[config.mk]
export PLATFORM = sky130hd
export DESIGN_NAME = multi_clock_divider
export DESIGN_NICKNAME = d
export VERILOG_FILES = /design/src/rtl/clock_divider_pkg.sv /design/src/rtl/clock_divider_channel.sv /design/src/rtl/multi_clock_divider.sv
export SDC_FILE = /design/constraint.sdc
export NUM_CORES = 1
export LEC_CHECK = 0
export CAP_MARGIN = 20
export CORE_MARGIN = 2
export CORE_UTILIZATION = 60
export DETAILED_ROUTE_END_ITERATION = 12
export PLACE_DENSITY = 0.87
export SLEW_MARGIN = 20
export SYNTH_ARGS = -nofsm -noshare
export SYNTH_HDL_FRONTEND = slang
export SYNTH_SLANG_ARGS = --single-unit
export TNS_END_PERCENT = 1
[constraint.sdc]
create_clock -name clk_in -period 8.79 [get_ports clk_in]
set_input_delay 1.758 -clock clk_in [delete_from_list [all_inputs] [get_ports clk_in]]
set_output_delay 1.758 -clock clk_in [all_outputs]
set_load 0.03 [all_outputs]
[src/rtl/clock_divider_pkg.sv]
// Shared types and clamp helpers for multi_clock_divider.
// Optional macro CLKDIV_DUTY_EN adds clamp_duty for a programmable high phase.
package clock_divider_pkg;

  typedef enum logic {IDLE = 1'b0, RUN = 1'b1} state_e;

  localparam int RATIO_MIN = 2;

  // Helpers run at 64 bits so any RATIO_W up to 64 can cast in and out.
  function automatic logic [63:0] clamp_ratio(input logic [63:0] r);
    return (r < 64'(RATIO_MIN)) ? 64'(RATIO_MIN) : r;
  endfunction

`ifdef CLKDIV_DUTY_EN
  // Keep at least one high and one low cycle in every period.
  function automatic logic [63:0] clamp_duty(input logic [63:0] d,
                                             input logic [63:0] r);
    if (d < 64'd1)      return 64'd1;
    else if (d > r - 1) return r - 1;
    else                return d;
  endfunction
`endif

endpackage

[src/rtl/clock_divider_channel.sv]
// One divider channel: IDLE/RUN FSM, period counter and registered outputs.
// Macro CLKDIV_DUTY_EN adds a duty input that sets the high-phase length.
module clock_divider_channel
  import clock_divider_pkg::*;
#(
  parameter int RATIO_W = 32
) (
  input  logic               clk_in,
  input  logic               rst_n,
  input  logic               enable,
  input  logic               sync,
  input  logic [RATIO_W-1:0] ratio,
`ifdef CLKDIV_DUTY_EN
  input  logic [RATIO_W-1:0] duty,
`endif
  output logic               clk_out,
  output logic               tick,
  output logic               active
);

  state_e             state_q, state_d;
  logic [RATIO_W-1:0] cnt_q, cnt_d;
  logic [RATIO_W-1:0] act_q, act_d;
  logic [RATIO_W-1:0] h_q, h_d;
  logic               clk_q, clk_d;
  logic               tick_q, tick_d;
  logic [RATIO_W-1:0] eff_ratio;
  logic [RATIO_W-1:0] eff_h;
  logic               start;

  assign eff_ratio = RATIO_W'(clamp_ratio(64'(ratio)));
`ifdef CLKDIV_DUTY_EN
  assign eff_h = RATIO_W'(clamp_duty(64'(duty), 64'(eff_ratio)));
`else
  assign eff_h = eff_ratio >> 1;
`endif

  always_comb begin
    state_d = state_q;
    cnt_d   = cnt_q;
    act_d   = act_q;
    h_d     = h_q;
    clk_d   = 1'b0;
    tick_d  = 1'b0;
    start   = 1'b0;
    unique case (state_q)
      IDLE: begin
        if (enable) start = 1'b1;
      end
      RUN: begin
        if (sync) begin
          start = 1'b1;
        end else if (cnt_q == act_q - RATIO_W'(1)) begin
          // Period boundary: reload or retire, never cut a period short.
          if (enable) begin
            start = 1'b1;
          end else begin
            state_d = IDLE;
            cnt_d   = '0;
          end
        end else begin
          cnt_d = cnt_q + RATIO_W'(1);
          clk_d = (cnt_q + RATIO_W'(1)) < h_q;
        end
      end
      default: state_d = IDLE;
    endcase
    if (start) begin
      state_d = RUN;
      act_d   = eff_ratio;
      h_d     = eff_h;
      cnt_d   = '0;
      clk_d   = 1'b1;
      tick_d  = 1'b1;
    end
  end

  always_ff @(posedge clk_in or negedge rst_n) begin
    if (!rst_n) begin
      state_q <= IDLE;
      cnt_q   <= '0;
      act_q   <= RATIO_W'(RATIO_MIN);
      h_q     <= RATIO_W'(RATIO_MIN / 2);
      clk_q   <= 1'b0;
      tick_q  <= 1'b0;
    end else begin
      state_q <= state_d;
      cnt_q   <= cnt_d;
      act_q   <= act_d;
      h_q     <= h_d;
      clk_q   <= clk_d;
      tick_q  <= tick_d;
    end
  end

  assign clk_out = clk_q;
  assign tick    = tick_q;
  assign active  = (state_q == RUN);

endmodule

[src/rtl/multi_clock_divider.sv]
// NUM_CH independent clock dividers sharing clk_in, reset and sync.
// Macro CLKDIV_DUTY_EN adds a per-channel duty vector packed like ratio.
module multi_clock_divider
  import clock_divider_pkg::*;
#(
  parameter int NUM_CH  = 4,
  parameter int RATIO_W = 32
) (
  input  logic                      clk_in,
  input  logic                      reset,
  input  logic [NUM_CH-1:0]         enable,
  input  logic [NUM_CH*RATIO_W-1:0] ratio,
`ifdef CLKDIV_DUTY_EN
  input  logic [NUM_CH*RATIO_W-1:0] duty,
`endif
  input  logic                      sync,
  output logic [NUM_CH-1:0]         clk_out,
  output logic [NUM_CH-1:0]         tick,
  output logic [NUM_CH-1:0]         active
);

  for (genvar i = 0; i < NUM_CH; i++) begin : g_ch
    clock_divider_channel #(.RATIO_W(RATIO_W)) u_ch (
      .clk_in  (clk_in),
      .rst_n   (reset),
      .enable  (enable[i]),
      .sync    (sync),
      .ratio   (ratio[i*RATIO_W +: RATIO_W]),
`ifdef CLKDIV_DUTY_EN
      .duty    (duty[i*RATIO_W +: RATIO_W]),
`endif
      .clk_out (clk_out[i]),
      .tick    (tick[i]),
      .active  (active[i])
    );
  end

endmodule

==> out/metrics.yaml <==
yosys:
  synth_ff_type: "dfrtp_1"
  ys_ff_latch: 268
  synth_nets: 2682
  synth_edf_count: 0
  ys_types: 92
  syn_area_per_cell_sq_um: 8.805
  synth_warnings: 0
  async_flop_share: 1.000
  netlist_instances: 2419
  seq_area_frac_synth: 0.3151
  synth_area_sq_um: 21300
setup_path:
  endpoint_kind: "flip-flop"
  cp_slowest_cell: "nor4_1"
  path_cells: "nor4_1 > nand4_1 > a211oi_1 > o21ai_0 > a2111oi_1 > nand4_2 > nand2_2 > o21ai_2 > inv_2 > mux2_2"
  critPathMaxStageDelay_ns: 0.79
  crit_arrival_ns: 5.82
  cp_data_required_time_ns: 9.26
  crit_family: "simple AND/OR/NAND/NOR gates"
  path_buf_inv: 1
  start_kind: "flip-flop"
  cp_max_fo: 33
  path_class: "flip-flop to flip-flop"
timing:
  fmax_ghz: 0.1868
  fin_tns_setup_ns: 0
  finalSetupViolCount: 0
  slew_headroom: 0.2730
  fin_crit_sh: 0.6089
  slew_viol_final: 0
  period_minus_slack_ns: 5.352
  worstMarginPinSlew_ns: 1.089
  hold_violations: 0
  fin_worst_skew_ns: 0.01090
  rsz0062_at_grt: "no"
clock_tree:
  htreeDepth: 1
  cts_num_sinks: 268
  clkSlewWorstSetupHoldPaths_ns: 0.07
  ctsHoldBuffers: 0
  clk_latency_ns: 0.58
  cts_tree: "built"
  root_buffer: "clkbuf_16"
  post_cts_buffers: 0
  cts_buffer_depth: 3
  ctsResizeCount: 0
  cts_buffers: 31
global_routing:
  grt_start_max_net_pins: 78
  overflow: 0
  grt_use_total: 0.3192
  antenna_found_initial: 1
  grt_pass1_vias: 18920
  grt_pass1_wl_um: 96460
placed_design:
  gp_congestion: 0.9499
  io_buffers: 146
  hpwl_um: 43870
  dp_cells: 2892
run:
  drv_cap: 0
finish:
  final_core_util: 0.6770
  nets: 2727
  drive_gt1_frac: 0.08045
  final_cell_mix: "264 x dfrtp_1, 183 x nand2_1, 168 x inv_1"
  nFillCells: 2733
  multiInputGateArea_sq_um: 13330
  final-seq-area_sq_um: 6711
  final_cells: 2947
  diodes: 0
  layout_commonest_cell: "dfrtp_1"
  syn2layout_area_growth_pct: 11.95
floorplanning:
  core_area_sq_um: 35220
  start_util: 0.6047
  die_x_um: 192.4
  row_count: 69
  dieArea_sq_um: 37020
  fp.dieH_um: 192.4
  design.portCount: 147
detailed_routing:
  post_drt_via_cell_ratio: 6.506
  drt_first_pass_iters: 6
  ant_nets: 0
  vias: 19170
  wl_per_cell_um: 19.85
  drc: 0
  drt-initial-drc-count: 1475
  totalWireLength_um: 58500
hold_path:
  min_path_type: "flip-flop to flip-flop"
status:
  status: "completed"
pwr:
  leakage_nw: 10.65
  power.total_mw: 3.477
  peakVddDrop_mv: 0.1503
  power_density_nw_per_um2: 145.8
-- layout make-up --
cell class / count / share of cell area
Tap cell: 461 / 0.02419
Sequential cell: 268 / 0.2814
Multi-Input combinational cell: 1835 / 0.5591
Inverter: 169 / 0.02660
Timing Repair Buffer: 159 / 0.06622
Clock buffer: 42 / 0.03720
Clock inverter: 13 / 0.005299
-- where the power goes --
part | total [mW] | switching, mW | internal, mW | leakage, nW
sequential | 1.49 | 0.168 | 1.32 | 3.39
combinational | 0.689 | 0.371 | 0.319 | 6.76
clock | 1.30 | 0.542 | 0.759 | 0.497
-- final timing paths --
check | start | end | slack, ns | cells past startpoint
max in group asynchronous | reset | g_ch[3].u_ch.cnt_q[0] | 6.20 | 2
worst min register to register | g_ch[3].u_ch.cnt_q[15] | g_ch[3].u_ch.cnt_q[15] | 0.53 | 2
worst max register to register | g_ch[0].u_ch.act_q[13] | g_ch[0].u_ch.act_q[10] | 3.44 | 10
min in group asynchronous | reset | g_ch[2].u_ch.cnt_q[11] | 1.14 | 1
worst min-delay path | g_ch[3].u_ch.cnt_q[15] | g_ch[3].u_ch.cnt_q[15] | 0.53 | 2
worst max-delay path | g_ch[0].u_ch.act_q[13] | g_ch[0].u_ch.act_q[10] | 3.44 | 10
-- worst min-delay path, delay by kind of cell, from the launching register on --
kind             cells  cell delay [ns]
flip-flops           1             0.38
AND/OR/NAND/NOR      2             0.12
-- synthesized netlist by cell type, types with 13 or more instances --
library cell | number | area share
a21o_1 | 54 | 0.019
xnor2_1 | 151 | 0.062
nand3_1 | 89 | 0.021
clkbuf_1 | 107 | 0.019
a32o_1 | 26 | 0.012
or3_1 | 31 | 0.0091
mux2i_1 | 15 | 0.0070
dfrtp_1 | 264 | 0.31
and3_1 | 39 | 0.011
nor2_1 | 149 | 0.026
mux2_2 | 79 | 0.042
nor4_1 | 62 | 0.018
a21oi_1 | 67 | 0.016
nand4_1 | 86 | 0.025
xor2_1 | 93 | 0.038
o211ai_1 | 16 | 0.0056
and4_1 | 16 | 0.0066
nor3_1 | 65 | 0.015
nand2b_1 | 46 | 0.014
nor2b_1 | 19 | 0.0056
a211oi_1 | 13 | 0.0046
mux2_1 | 33 | 0.017
buf_2 | 19 | 0.0045
ha_1 | 128 | 0.075
inv_1 | 168 | 0.030
nand2_1 | 183 | 0.032
o21ai_0 | 67 | 0.016
a31oi_1 | 20 | 0.0059
or4_1 | 18 | 0.0063
and2_1 | 16 | 0.0047
a22o_1 | 60 | 0.025
buf_4 | 18 | 0.0063
-- sequential cells by signal, summed over array words and instances (netlist names) --
name / count
g_ch.u_ch.cnt_q: 128
g_ch.u_ch.act_q: 126
g_ch.u_ch.clk_out: 4
g_ch.u_ch.h_q: 2
g_ch.u_ch.tick: 4
g_ch.u_ch.active: 4
-- layer usage --
| layer | part of all wire | global-route usage |
|---|---|---|
| met1 | 0.42 | 0.4156 |
| met2 | 0.47 | 0.5361 |
| met3 | 0.064 | 0.05001 |
| met4 | 0.038 | 0.1189 |
| met5 | 0.00015 | 0 |
-- per-stage QoR --
| step | cell area [sq um] | worst slack, ns | hold slack [ns] |
|---|---|---|---|
| 6_report | 23850 | 3.438 | 0.5311 |
| 3_3_place_gp | 22790 | 3.586 | 0.5000 |
| 4_1_cts | 23840 | 3.439 | 0.5368 |
| 3_5_place_dp | 22830 | 3.458 | 0.5181 |
| 5_1_grt | 23850 | 2.974 | 0.5607 |
| 2_1_floorplan | 21300 | 5.197 | 0.4819 |
-- cells by family after synthesis --
kind of cell / Yosys count / share of synthesized area
compound gates: 453 / 0.1595
xor+xnor: 244 / 0.1003
fa+ha+maj: 128 / 0.07519
buf+inv: 316 / 0.06068
flops: 268 / 0.3151
mux: 127 / 0.06626
simple gates: 883 / 0.2229
Note: power is estimated with default switching activity, not from simulation.
